### src/rtl/out_drain_if.sv
// out_drain_if: array-output and SRAMC write-port signals of out_drain
interface out_drain_if #(
   parameter int Y = 3,
   parameter int OC_W = 32,
   parameter int SRAMC_W = 128,
   parameter int ADRC_W = 8,
   parameter int CNT_W = 11
);
   localparam int SRAMC_N = SRAMC_W / OC_W;
   logic                     i_clear;
   logic                     i_pipeline_en;
   logic [0:Y-1][OC_W-1:0]   i_c_arr;
   logic                     i_valid;
   logic [0:Y-1]             i_rows_active;
   logic [ADRC_W-1:0]        i_base;
   logic [ADRC_W-1:0]        i_step;
   logic [CNT_W-1:0]         i_nwrites;
   logic                     i_sramc_gnt;
   logic                     o_sramc_wren;
   logic [ADRC_W-1:0]        o_sramc_addr;
   logic [SRAMC_W-1:0]       o_sramc_data;
   logic [SRAMC_N-1:0]       o_sramc_wmask;
   logic                     o_full;
   logic                     o_empty;
   logic                     o_overflow;
   logic                     o_done;
   modport slave (
      input  i_clear, i_pipeline_en, i_c_arr, i_valid, i_rows_active,
             i_base, i_step, i_nwrites, i_sramc_gnt,
      output o_sramc_wren, o_sramc_addr, o_sramc_data, o_sramc_wmask,
             o_full, o_empty, o_overflow, o_done
   );
   modport master (
      output i_clear, i_pipeline_en, i_c_arr, i_valid, i_rows_active,
             i_base, i_step, i_nwrites, i_sramc_gnt,
      input  o_sramc_wren, o_sramc_addr, o_sramc_data, o_sramc_wmask,
             o_full, o_empty, o_overflow, o_done
   );
endinterface

### src/rtl/out_drain.sv
// out_drain: deskews array row outputs, buffers aligned vectors, writes them to SRAMC
module out_drain #(
   parameter int Y = 3,
   parameter int OC_W = 32,
   parameter int SRAMC_W = 128,
   parameter int ADRC_W = 8,
   parameter int FIFO_POSITIONS = 4,
   parameter int CNT_W = 11
) (
   input  logic       i_clk,
   input  logic       i_rstn,
   out_drain_if.slave bus
);
   localparam int SRAMC_N = SRAMC_W / OC_W;
   localparam int PW = $clog2(FIFO_POSITIONS);
   localparam int CW = $clog2(FIFO_POSITIONS + 1);
   localparam int VW = Y * OC_W + Y;

   if (Y > SRAMC_N) begin : g_chk_y
      $error("out_drain: Y exceeds SRAMC_W/OC_W");
   end
   if (FIFO_POSITIONS < 2) begin : g_chk_fifo
      $error("out_drain: FIFO_POSITIONS must be at least 2");
   end

   logic [Y*OC_W-1:0] al_data;
   logic [Y-1:0]      act;
   logic              vec_valid;

   // row y is delayed by Y-1-y enabled cycles so all rows line up with row Y-1
   for (genvar y = 0; y < Y; y++) begin : g_row
      assign act[y] = bus.i_rows_active[y];
      if (y == Y - 1) begin : g_direct
         assign al_data[y*OC_W +: OC_W] = bus.i_c_arr[y];
      end else begin : g_skew
         logic [OC_W-1:0] sr [Y-1-y];
         always_ff @(posedge i_clk or negedge i_rstn)
            if (!i_rstn) sr <= '{default: '0};
            else if (bus.i_clear) sr <= '{default: '0};
            else if (bus.i_pipeline_en) begin
               sr[0] <= bus.i_c_arr[y];
               for (int i = 1; i < Y - 1 - y; i++) sr[i] <= sr[i-1];
            end
         assign al_data[y*OC_W +: OC_W] = sr[Y-2-y];
      end
   end

   if (Y == 1) begin : g_v_direct
      assign vec_valid = bus.i_valid;
   end else begin : g_v_skew
      logic [Y-2:0] vsr;
      always_ff @(posedge i_clk or negedge i_rstn)
         if (!i_rstn) vsr <= '0;
         else if (bus.i_clear) vsr <= '0;
         else if (bus.i_pipeline_en) vsr <= (vsr << 1) | (Y-1)'(bus.i_valid);
      assign vec_valid = vsr[Y-2];
   end

   logic [VW-1:0]     mem [FIFO_POSITIONS];
   logic [PW-1:0]     wp, rp;
   logic [CW-1:0]     cnt;
   logic [CNT_W-1:0]  wcnt;
   logic [ADRC_W-1:0] addr;
   logic              ovf, done;
   logic              full, empty, wren, pop, push_req, push;
   logic [VW-1:0]     head;

   function automatic logic [PW-1:0] inc(input logic [PW-1:0] p);
      return (p == PW'(FIFO_POSITIONS - 1)) ? '0 : p + 1'b1;
   endfunction

   assign full     = cnt == CW'(FIFO_POSITIONS);
   assign empty    = cnt == '0;
   assign wren     = !empty && !done;
   assign pop      = wren && bus.i_sramc_gnt;
   assign push_req = bus.i_pipeline_en && vec_valid;
   // a pop on the same edge frees the slot, so a full FIFO can still accept
   assign push     = push_req && (!full || pop);
   assign head     = mem[rp];

   always_ff @(posedge i_clk)
      if (push && !bus.i_clear) mem[wp] <= {act, al_data};

   always_ff @(posedge i_clk or negedge i_rstn)
      if (!i_rstn) begin
         wp   <= '0;
         rp   <= '0;
         cnt  <= '0;
         wcnt <= '0;
         addr <= '0;
         ovf  <= 1'b0;
         done <= 1'b0;
      end else if (bus.i_clear) begin
         wp   <= '0;
         rp   <= '0;
         cnt  <= '0;
         wcnt <= '0;
         addr <= bus.i_base;
         ovf  <= 1'b0;
         done <= 1'b0;
      end else begin
         if (push) wp <= inc(wp);
         if (pop) begin
            rp   <= inc(rp);
            addr <= addr + bus.i_step;
            wcnt <= wcnt + 1'b1;
         end
         cnt  <= cnt + CW'(push) - CW'(pop);
         ovf  <= ovf || (push_req && full && !pop);
         done <= done || (wcnt + CNT_W'(pop) == bus.i_nwrites);
      end

   assign bus.o_sramc_wren  = wren;
   assign bus.o_sramc_addr  = addr;
   assign bus.o_sramc_data  = wren ? SRAMC_W'(head[Y*OC_W-1:0]) : '0;
   assign bus.o_sramc_wmask = wren ? SRAMC_N'(head[VW-1 -: Y]) : '0;
   assign bus.o_full        = full;
   assign bus.o_empty       = empty;
   assign bus.o_overflow    = ovf;
   assign bus.o_done        = done;
endmodule

### src/flat_wrapper.sv
// flat-port wrapper written by rule: the top's interface ports become plain ports
module out_drain_flat 
#(
   parameter int Y = 3,
   parameter int OC_W = 32,
   parameter int SRAMC_W = 128,
   parameter int ADRC_W = 8,
   parameter int FIFO_POSITIONS = 4,
   parameter int CNT_W = 11
)
  (i_clk, i_rstn, bus_i_clear, bus_i_pipeline_en, bus_i_c_arr, bus_i_valid, bus_i_rows_active, bus_i_base, bus_i_step, bus_i_nwrites, bus_i_sramc_gnt, bus_o_sramc_wren, bus_o_sramc_addr, bus_o_sramc_data, bus_o_sramc_wmask, bus_o_full, bus_o_empty, bus_o_overflow, bus_o_done);
  out_drain_if #(.Y(Y), .OC_W(OC_W), .SRAMC_W(SRAMC_W), .ADRC_W(ADRC_W), .CNT_W(CNT_W)) bus_i ();
  input  logic i_clk;
  input  logic i_rstn;
  input wire logic [$bits(bus_i.i_clear)-1:0] bus_i_clear;
  input wire logic [$bits(bus_i.i_pipeline_en)-1:0] bus_i_pipeline_en;
  input wire logic [$bits(bus_i.i_c_arr)-1:0] bus_i_c_arr;
  input wire logic [$bits(bus_i.i_valid)-1:0] bus_i_valid;
  input wire logic [$bits(bus_i.i_rows_active)-1:0] bus_i_rows_active;
  input wire logic [$bits(bus_i.i_base)-1:0] bus_i_base;
  input wire logic [$bits(bus_i.i_step)-1:0] bus_i_step;
  input wire logic [$bits(bus_i.i_nwrites)-1:0] bus_i_nwrites;
  input wire logic [$bits(bus_i.i_sramc_gnt)-1:0] bus_i_sramc_gnt;
  output wire logic [$bits(bus_i.o_sramc_wren)-1:0] bus_o_sramc_wren;
  output wire logic [$bits(bus_i.o_sramc_addr)-1:0] bus_o_sramc_addr;
  output wire logic [$bits(bus_i.o_sramc_data)-1:0] bus_o_sramc_data;
  output wire logic [$bits(bus_i.o_sramc_wmask)-1:0] bus_o_sramc_wmask;
  output wire logic [$bits(bus_i.o_full)-1:0] bus_o_full;
  output wire logic [$bits(bus_i.o_empty)-1:0] bus_o_empty;
  output wire logic [$bits(bus_i.o_overflow)-1:0] bus_o_overflow;
  output wire logic [$bits(bus_i.o_done)-1:0] bus_o_done;
  assign bus_i.i_clear = bus_i_clear;
  assign bus_i.i_pipeline_en = bus_i_pipeline_en;
  assign bus_i.i_c_arr = bus_i_c_arr;
  assign bus_i.i_valid = bus_i_valid;
  assign bus_i.i_rows_active = bus_i_rows_active;
  assign bus_i.i_base = bus_i_base;
  assign bus_i.i_step = bus_i_step;
  assign bus_i.i_nwrites = bus_i_nwrites;
  assign bus_i.i_sramc_gnt = bus_i_sramc_gnt;
  assign bus_o_sramc_wren = bus_i.o_sramc_wren;
  assign bus_o_sramc_addr = bus_i.o_sramc_addr;
  assign bus_o_sramc_data = bus_i.o_sramc_data;
  assign bus_o_sramc_wmask = bus_i.o_sramc_wmask;
  assign bus_o_full = bus_i.o_full;
  assign bus_o_empty = bus_i.o_empty;
  assign bus_o_overflow = bus_i.o_overflow;
  assign bus_o_done = bus_i.o_done;
  out_drain #(.Y(Y), .OC_W(OC_W), .SRAMC_W(SRAMC_W), .ADRC_W(ADRC_W), .FIFO_POSITIONS(FIFO_POSITIONS), .CNT_W(CNT_W)) u_core (.i_clk(i_clk), .i_rstn(i_rstn), .bus(bus_i));
endmodule
### config.mk
export PLATFORM = sky130hd
export DESIGN_NAME = out_drain_flat
export DESIGN_NICKNAME = d
export VERILOG_FILES = /design/src/rtl/out_drain_if.sv /design/src/rtl/out_drain.sv /design/src/flat_wrapper.sv
export SDC_FILE = /design/constraint.sdc
export NUM_CORES = 1
export LEC_CHECK = 0
export CORE_MARGIN = 4
export CORE_UTILIZATION = 55
export CTS_CLUSTER_DIAMETER = 100
export DETAILED_ROUTE_END_ITERATION = 8
export GPL_TIMING_DRIVEN = 1
export PLACE_DENSITY_LB_ADDON = 0.25
export SLEW_MARGIN = 20
export SYNTH_ARGS = -nofsm -noshare
export SYNTH_HDL_FRONTEND = slang
export SYNTH_SLANG_ARGS = --single-unit
### constraint.sdc
create_clock -name i_clk -period 4.9 [get_ports i_clk]
set_clock_uncertainty 0.15 [all_clocks]
set_input_delay 1.47 -clock i_clk [delete_from_list [all_inputs] [get_ports i_clk]]
set_output_delay 1.47 -clock i_clk [all_outputs]
set_load 0.01 [all_outputs]
==> results_dict.tcl, run 1 <==
set metrics [dict create \
    outcome "finished clean" \
    gr-total-overflow 0 \
    slew_viol_final 0 \
    cts_resized 0 \
    clkPwrFrac_pct 31.3 \
    rsz0062_at_grt "false" \
    rows 71 \
    cts_buffers 51 \
    yosysMostFrequentCell "edfxtp_1" \
    synth.distinct_cells 43 \
    fmax_mhz 224 \
    dr.pass1.iters 4 \
    min_path_type "flop to flop" \
    synth_commonest_cells "396 x edfxtp_1, 126 x dfrtp_1, 123 x nor2_1" \
    syn_area_um2 21100 \
    finalSetupViolCount 0 \
    postCtsSetupBuffers 0 \
    grt_pass1_wl_um 69700 \
    arrival_ps 2840 \
    grt_use_total_pct 21.5 \
    grt_pass1_vias 11900 \
    fin_crit_ps 4460 \
    synth_cells 1210 \
    synthTopCellsByArea "edfxtp_1 56%, dfrtp_1 15%, mux4_2 11%" \
    vias 11200 \
    yosys_warnings 0 \
    cts-root-buf "clkbuf_16" \
    syn_avg_cell_area_um2 17.4 \
    synth_compound_area_share_pct 1.03 \
    fin_nets 1613 \
    synthXorXnorAreaFrac_pct 1.25 \
    setup_tns_ps 0 \
    synth_top_family_by_area "multiplexers" \
    path_cells "buf_4 > mux4_2 > and3_1 > clkdlybuf4s50_1" \
    p_leak_nw 9.57 \
    dp_hpwl_um 26500 \
    intPower_mw 8.75 \
    clk_pin_slew_ps 60 \
    routedWlPerCell_um 21.9 \
    max_stage_delay_ps 600 \
    clock_sinks 522 \
    chipHeight_um 204 \
    antenna_found_initial 4 \
    p_sw_mw 3.10 \
    final_area_um2 25700 \
    clock_latency_ps 560 \
    area_growth_pct 22.1 \
    crit_required_ps 3280 \
    start_util_pct 55.9 \
    synth_seq_cells 522 \
    endpoint_kind "output pin" \
    seq_area_frac_synth_pct 71.3 \
    synthMuxAreaShare_pct 15.5 \
    grt_max_degree 101 \
    dpl_cell_area_um2 24100 \
    drt_wl_total_um 44200 \
    vias_per_cell 5.58 \
    maxCapViolCount 0 \
    drt-initial-drc-count 780 \
    slowest_stage "dfrtp_4" \
    worstMarginPinSlew_ps 901 \
    synth_largest_area_cell "edfxtp_1" \
    ios 277 \
    max-slew-margin-rel_pct 39.9 \
    fin_hold_ws_ps 363 \
    synth_enable_flop_cells 396 \
    synthArstFlopShare_pct 24.1 \
    finalCritPeriodShare_pct 91.1 \
    synth_top_area_share_pct 56.4 \
    die_x_um 204 \
    die_area_um2 41600 \
    finalWorstSetupSlack_ps 436 \
    cts_tree "built" \
    cp_max_fo 18 \
    synth-simple-area-share_pct 6.72 \
    drcViolationCount 0 \
    layout-drive-gt1-share_pct 14.9 \
    synth_top_flop_cell "edfxtp_1" \
    p_sw_share_pct 26.2 \
    peakVddDrop_v 0.000310 \
    detailedPlace.worstSlack_ps 602 \
    port_buffers 243 \
    hold_violations 0 \
    clockBufferDepth 3 \
    placeableCoreArea_um2 37800 \
    synthAdderAreaFrac_pct 1.20 \
    critPathKind "flop to output pin" \
    cts_max_level 2 \
    antenna_left 0 \
    start_kind "flop" \
    place_congestion 0.785 \
    pwr-share-seq_pct 41.9 \
    power_density_nw_per_um2 460 \
    postCtsHoldBufs 0 \
    combPwrFrac_pct 26.7 \
]
==> metal layers <==
metal	vias to the layer above	track usage (%)	wire [µm]
li1	5083	-	-
met1	5793	30.6	18800
met2	300	35.3	21900
met3	64	4.27	2720
met4	4	4.79	742
met5	-	0	34
==> power by group through the flow <==
| stage | clock network [mW] | registers, mW | logic (mW) |
|---|---|---|---|
| after global routing | 4.02 | 4.99 | 3.42 |
| after global placement | 0 | 5.06 | 3.20 |
| after CTS | 3.80 | 4.97 | 3.22 |
| after detailed placement | 0 | 5.06 | 3.20 |
| final | 3.71 | 4.97 | 3.17 |
| after floorplan | 0 | 5.00 | 1.74 |
==> layout by cell type (no fill, tap or decap), types with 12 or more instances in the layout <==
cell type / instances
clkbuf_16: 51
clkinv_2: 15
mux2i_1: 102
nand2_1: 17
conb_1: 33
nor2_1: 123
edfxtp_1: 396
and3_1: 103
clkdlybuf4s50_1: 240
clkbuf_1: 13
inv_1: 12
buf_4: 17
xnor2_1: 15
o21ai_0: 12
dfrtp_1: 124
xor2_1: 15
buf_12: 15
ha_1: 17
mux4_2: 99
==> registers in the layout, summed over array words and instances, names as in the netlist <==
register	cells
u_core.rp	2
u_core.bus.o_done	1
u_core.al_data	32
u_core.bus.o_sramc_addr	8
u_core.wp	2
u_core.wcnt	11
u_core.cnt	3
u_core.mem	396
u_core.g_v_skew.vsr	2
u_core.g_row.g_skew.sr	64
u_core.bus.o_overflow	1
==> metrics by stage <==
step	cells	utilization [%]	power (mW)
after floorplan	1242	-	6.74
after global placement	1920	63.9	8.26
after detailed placement	1920	63.9	8.26
after CTS	2014	68.2	12.0
after global routing	2016	68.2	12.4
final	2016	68.2	11.9
==> worst paths after layout <==
| path | end | startpoint | slack, ps | cells after the start |
|---|---|---|---|---|
| worst max-delay path | bus_o_sramc_data[34] | u_core.rp[0]$_DFFE_PN0P_ | 440 | 4 |
| worst min-delay path | u_core.mem[1][12]$_DFFE_PP_ | u_core.al_data[12]$_DFFE_PN0P_ | 360 | 0 |
| worst max register to register | u_core.bus.o_done$_DFF_PN0_ | u_core.cnt[1]$_DFF_PN0_ | 1510 | 11 |
| worst min register to register | u_core.mem[1][12]$_DFFE_PP_ | u_core.al_data[12]$_DFFE_PN0P_ | 360 | 0 |
| max in group asynchronous | u_core.bus.o_sramc_addr[6]$_DFFE_PN0P_ | i_rstn | 2840 | 2 |
| min in group asynchronous | u_core.g_row[0].g_skew.sr[48]$_DFFE_PN0P_ | i_rstn | 850 | 1 |
==> critical path, delay by kind of cell (launching register included) <==
family	cells	cell delay [ps]
buf+inv	2	900
simple gates	1	220
mux	1	570
flops	1	600
==> cells by family after synthesis <==
| group | count (synthesis) |
|---|---|
| AOI/OAI and AO/OA | 36 |
| xor gates and xnor gates | 30 |
| adders and majority gates | 19 |
| buffers and inverters | 120 |
| DFF | 522 |
| muxes | 202 |
| other | 1 |
| and+or+nand+nor | 280 |
==> cell type report <==
| type | count | area, µm² |
|---|---|---|
| Timing Repair Buffer | 274 | 2850 |
| Clock inverter | 25 | 206 |
| Antenna cell | 2 | 5.00 |
| Clock buffer | 69 | 1390 |
| Tap cell | 511 | 639 |
| Sequential cell | 522 | 15100 |
| Inverter | 13 | 48.8 |
| Fill cell | 2544 | 12000 |
| Multi-Input combinational cell | 600 | 5550 |
Note: power is estimated with default switching activity, not from simulation.
==> run 2, diff against run 1 <==
--- a/config.mk
+++ b/config.mk
@@ -5,7 +5,7 @@
 export SDC_FILE = /design/constraint.sdc
 export NUM_CORES = 1
 export LEC_CHECK = 0
-export CORE_MARGIN = 4
+export CORE_MARGIN = 3
 export CORE_UTILIZATION = 55
 export CTS_CLUSTER_DIAMETER = 100
 export DETAILED_ROUTE_END_ITERATION = 8
==> constraint.sdc (replaced) <==
create_clock -name i_clk -period 4.9 [get_ports i_clk]
set_clock_uncertainty 0.15 [all_clocks]
set_input_delay 1.47 -clock i_clk [delete_from_list [all_inputs] [get_ports i_clk]]
set_output_delay 1.47 -clock i_clk [all_outputs]
set_load 0.1 [all_outputs]
==> results_dict.tcl, run 2 (synthesized netlist as in run 1, its figures left out) <==
set metrics [dict create \
    dp_cells 1915 \
    clock_latency_ps 590 \
    placeableCoreArea_um2 37800 \
    vias_per_cell 5.63 \
    ff2ff_path_depth 10 \
    finalCritPeriodShare_pct 87.6 \
    cp_max_fo 31 \
    cts_max_level 2 \
    dp_hpwl_um 26800 \
    start_util_pct 55.9 \
    grt_pass1_vias 11800 \
    vias 11300 \
    cts_buffers 52 \
    setup_tns_ps 0 \
    critPathKind "flop to output pin" \
    clock_sinks 522 \
    crit_required_ps 3280 \
    fmax_mhz 233 \
    die_x_um 202 \
    cts_tree "built" \
    hold_depth 0 \
    layout-drive-gt1-share_pct 21.9 \
    finalSetupViolCount 0 \
    rsz0062_at_grt "false" \
    intPower_mw 8.78 \
    p_total_mw 15.4 \
    cp_common_cell "buf_4" \
    rows 71 \
    endpoint_kind "output pin" \
    fin_nets 1609 \
    grt_max_degree 83 \
    area_growth_pct 21.4 \
    ios 277 \
    power_density_nw_per_um2 599 \
    routedWlPerCell_um 22.2 \
    outcome "finished clean" \
    place_congestion 0.778 \
    chipHeight_um 202 \
    gr-total-overflow 0 \
    drt_wl_total_um 44800 \
    antenna_left 0 \
    layout_common_cells "396 x edfxtp_1, 139 x clkdlybuf4s50_1, 124 x dfrtp_1, 123 x nor2_1, 112 x buf_4" \
    pwr-share-seq_pct 32.2 \
    clk_pin_slew_ps 60 \
    grt_pass1_wl_um 69500 \
    cts-root-buf "clkbuf_16" \
    arrival_ps 2670 \
    slew_viol_final 0 \
    regMostFlops "u_core.mem" \
    p_leak_nw 9.77 \
    final_area_um2 25600 \
    grt_use_total_pct 22.2 \
    min_path_type "flop to flop" \
    path_cells "buf_4 > mux4_2 > and3_1 > buf_4" \
    clkPwrFrac_pct 26.1 \
    dr.pass1.iters 4 \
    die_area_um2 40700 \
    combPwrFrac_pct 41.7 \
    max_stage_delay_ps 700 \
    postCtsHoldBufs 0 \
    fin_hold_ws_ps 359 \
    cts_resized 0 \
    hold_violations 0 \
    worstMarginPinSlew_ps 1080 \
    dpl_cell_area_um2 23900 \
    drt-initial-drc-count 754 \
    max-slew-margin-rel_pct 27.9 \
    slowest_stage "dfrtp_4" \
    postCtsSetupBuffers 0 \
    p_sw_mw 6.58 \
    clockBufferDepth 3 \
    p_sw_share_pct 42.8 \
    port_buffers 243 \
    largest_register_ffs 396 \
    layout_commonest_cell "edfxtp_1" \
    n_fill_cell 2538 \
    fin_crit_ps 4290 \
    drcViolationCount 0 \
    start_kind "flop" \
    antenna_found_initial 3 \
    stdcell_count 2014 \
    peakVddDrop_v 0.000475 \
    maxCapViolCount 0 \
]
==> run 2: path summary, 6_finish.rpt <==
kind / start / endpoint / slack, ps
worst max-delay path: u_core.rp[1]$_DFFE_PN0P_ / bus_o_sramc_data[27] / 610
worst min-delay path: u_core.g_row[1].g_skew.sr[20]$_DFFE_PN0P_ / u_core.mem[0][52]$_DFFE_PP_ / 360
worst max register to register: u_core.cnt[1]$_DFF_PN0_ / u_core.bus.o_done$_DFF_PN0_ / 1760
worst min register to register: u_core.g_row[1].g_skew.sr[20]$_DFFE_PN0P_ / u_core.mem[0][52]$_DFFE_PP_ / 360
max in group asynchronous: i_rstn / u_core.g_row[1].g_skew.sr[23]$_DFFE_PN0P_ / 3020
min in group asynchronous: i_rstn / u_core.g_row[0].g_skew.sr[41]$_DFFE_PN0P_ / 790
==> run 2: layout make-up <==
cell class	count	area (µm²)	area share (%)
inverter	13	48.8	0.190
multi-input combinational	600	5560	21.7
tap	511	639	2.50
timing repair buffer	269	2570	10.1
clock inverter	29	283	1.10
antenna	2	5.00	0.0195
sequential	522	15100	58.7
clock buffer	68	1460	5.71
==> run 2: per-stage QoR <==
stage	util, %	setup slack [ps]
2_1_floorplan	-	420
3_3_place_gp	63.2	639
3_5_place_dp	63.2	622
4_1_cts	67.8	578
5_1_grt	67.9	494
6_report	67.9	607
==> run 2: layer usage <==
metal  track usage, %  vias up  wire [µm]
li1                 -     5071          -
met1             31.5     5841      19000
met2             35.6      364      21900
met3             5.35       59       2990
met4             5.68        2        904
met5                0        -         20
==> run 2: critical path: cells and delay by family, from the launching register on <==
| family | cells | cell delay [ps] |
|---|---|---|
| muxes | 1 | 370 |
| buffers and inverters | 2 | 750 |
| and+or+nand+nor | 1 | 240 |
| DFF | 1 | 700 |
==> run 2: power groups by stage <==
stage	logic (mW)	registers (mW)	clock network, mW
floorplan	4.99	5.12	0
global placement	6.45	5.03	0
detailed placement	6.45	5.04	0
CTS	6.46	4.95	4.08
global route	6.64	4.96	4.26
finish	6.41	4.95	4.00
==> run 3, diff against run 2 <==
--- a/config.mk
+++ b/config.mk
@@ -9,7 +9,6 @@
 export CORE_UTILIZATION = 55
 export CTS_CLUSTER_DIAMETER = 100
 export DETAILED_ROUTE_END_ITERATION = 8
-export GPL_TIMING_DRIVEN = 1
 export PLACE_DENSITY_LB_ADDON = 0.25
 export SLEW_MARGIN = 20
 export SYNTH_ARGS = -nofsm -noshare
==> results of run 3 <==
The final DEF is identical to that of run 2; final timing and power are the same.
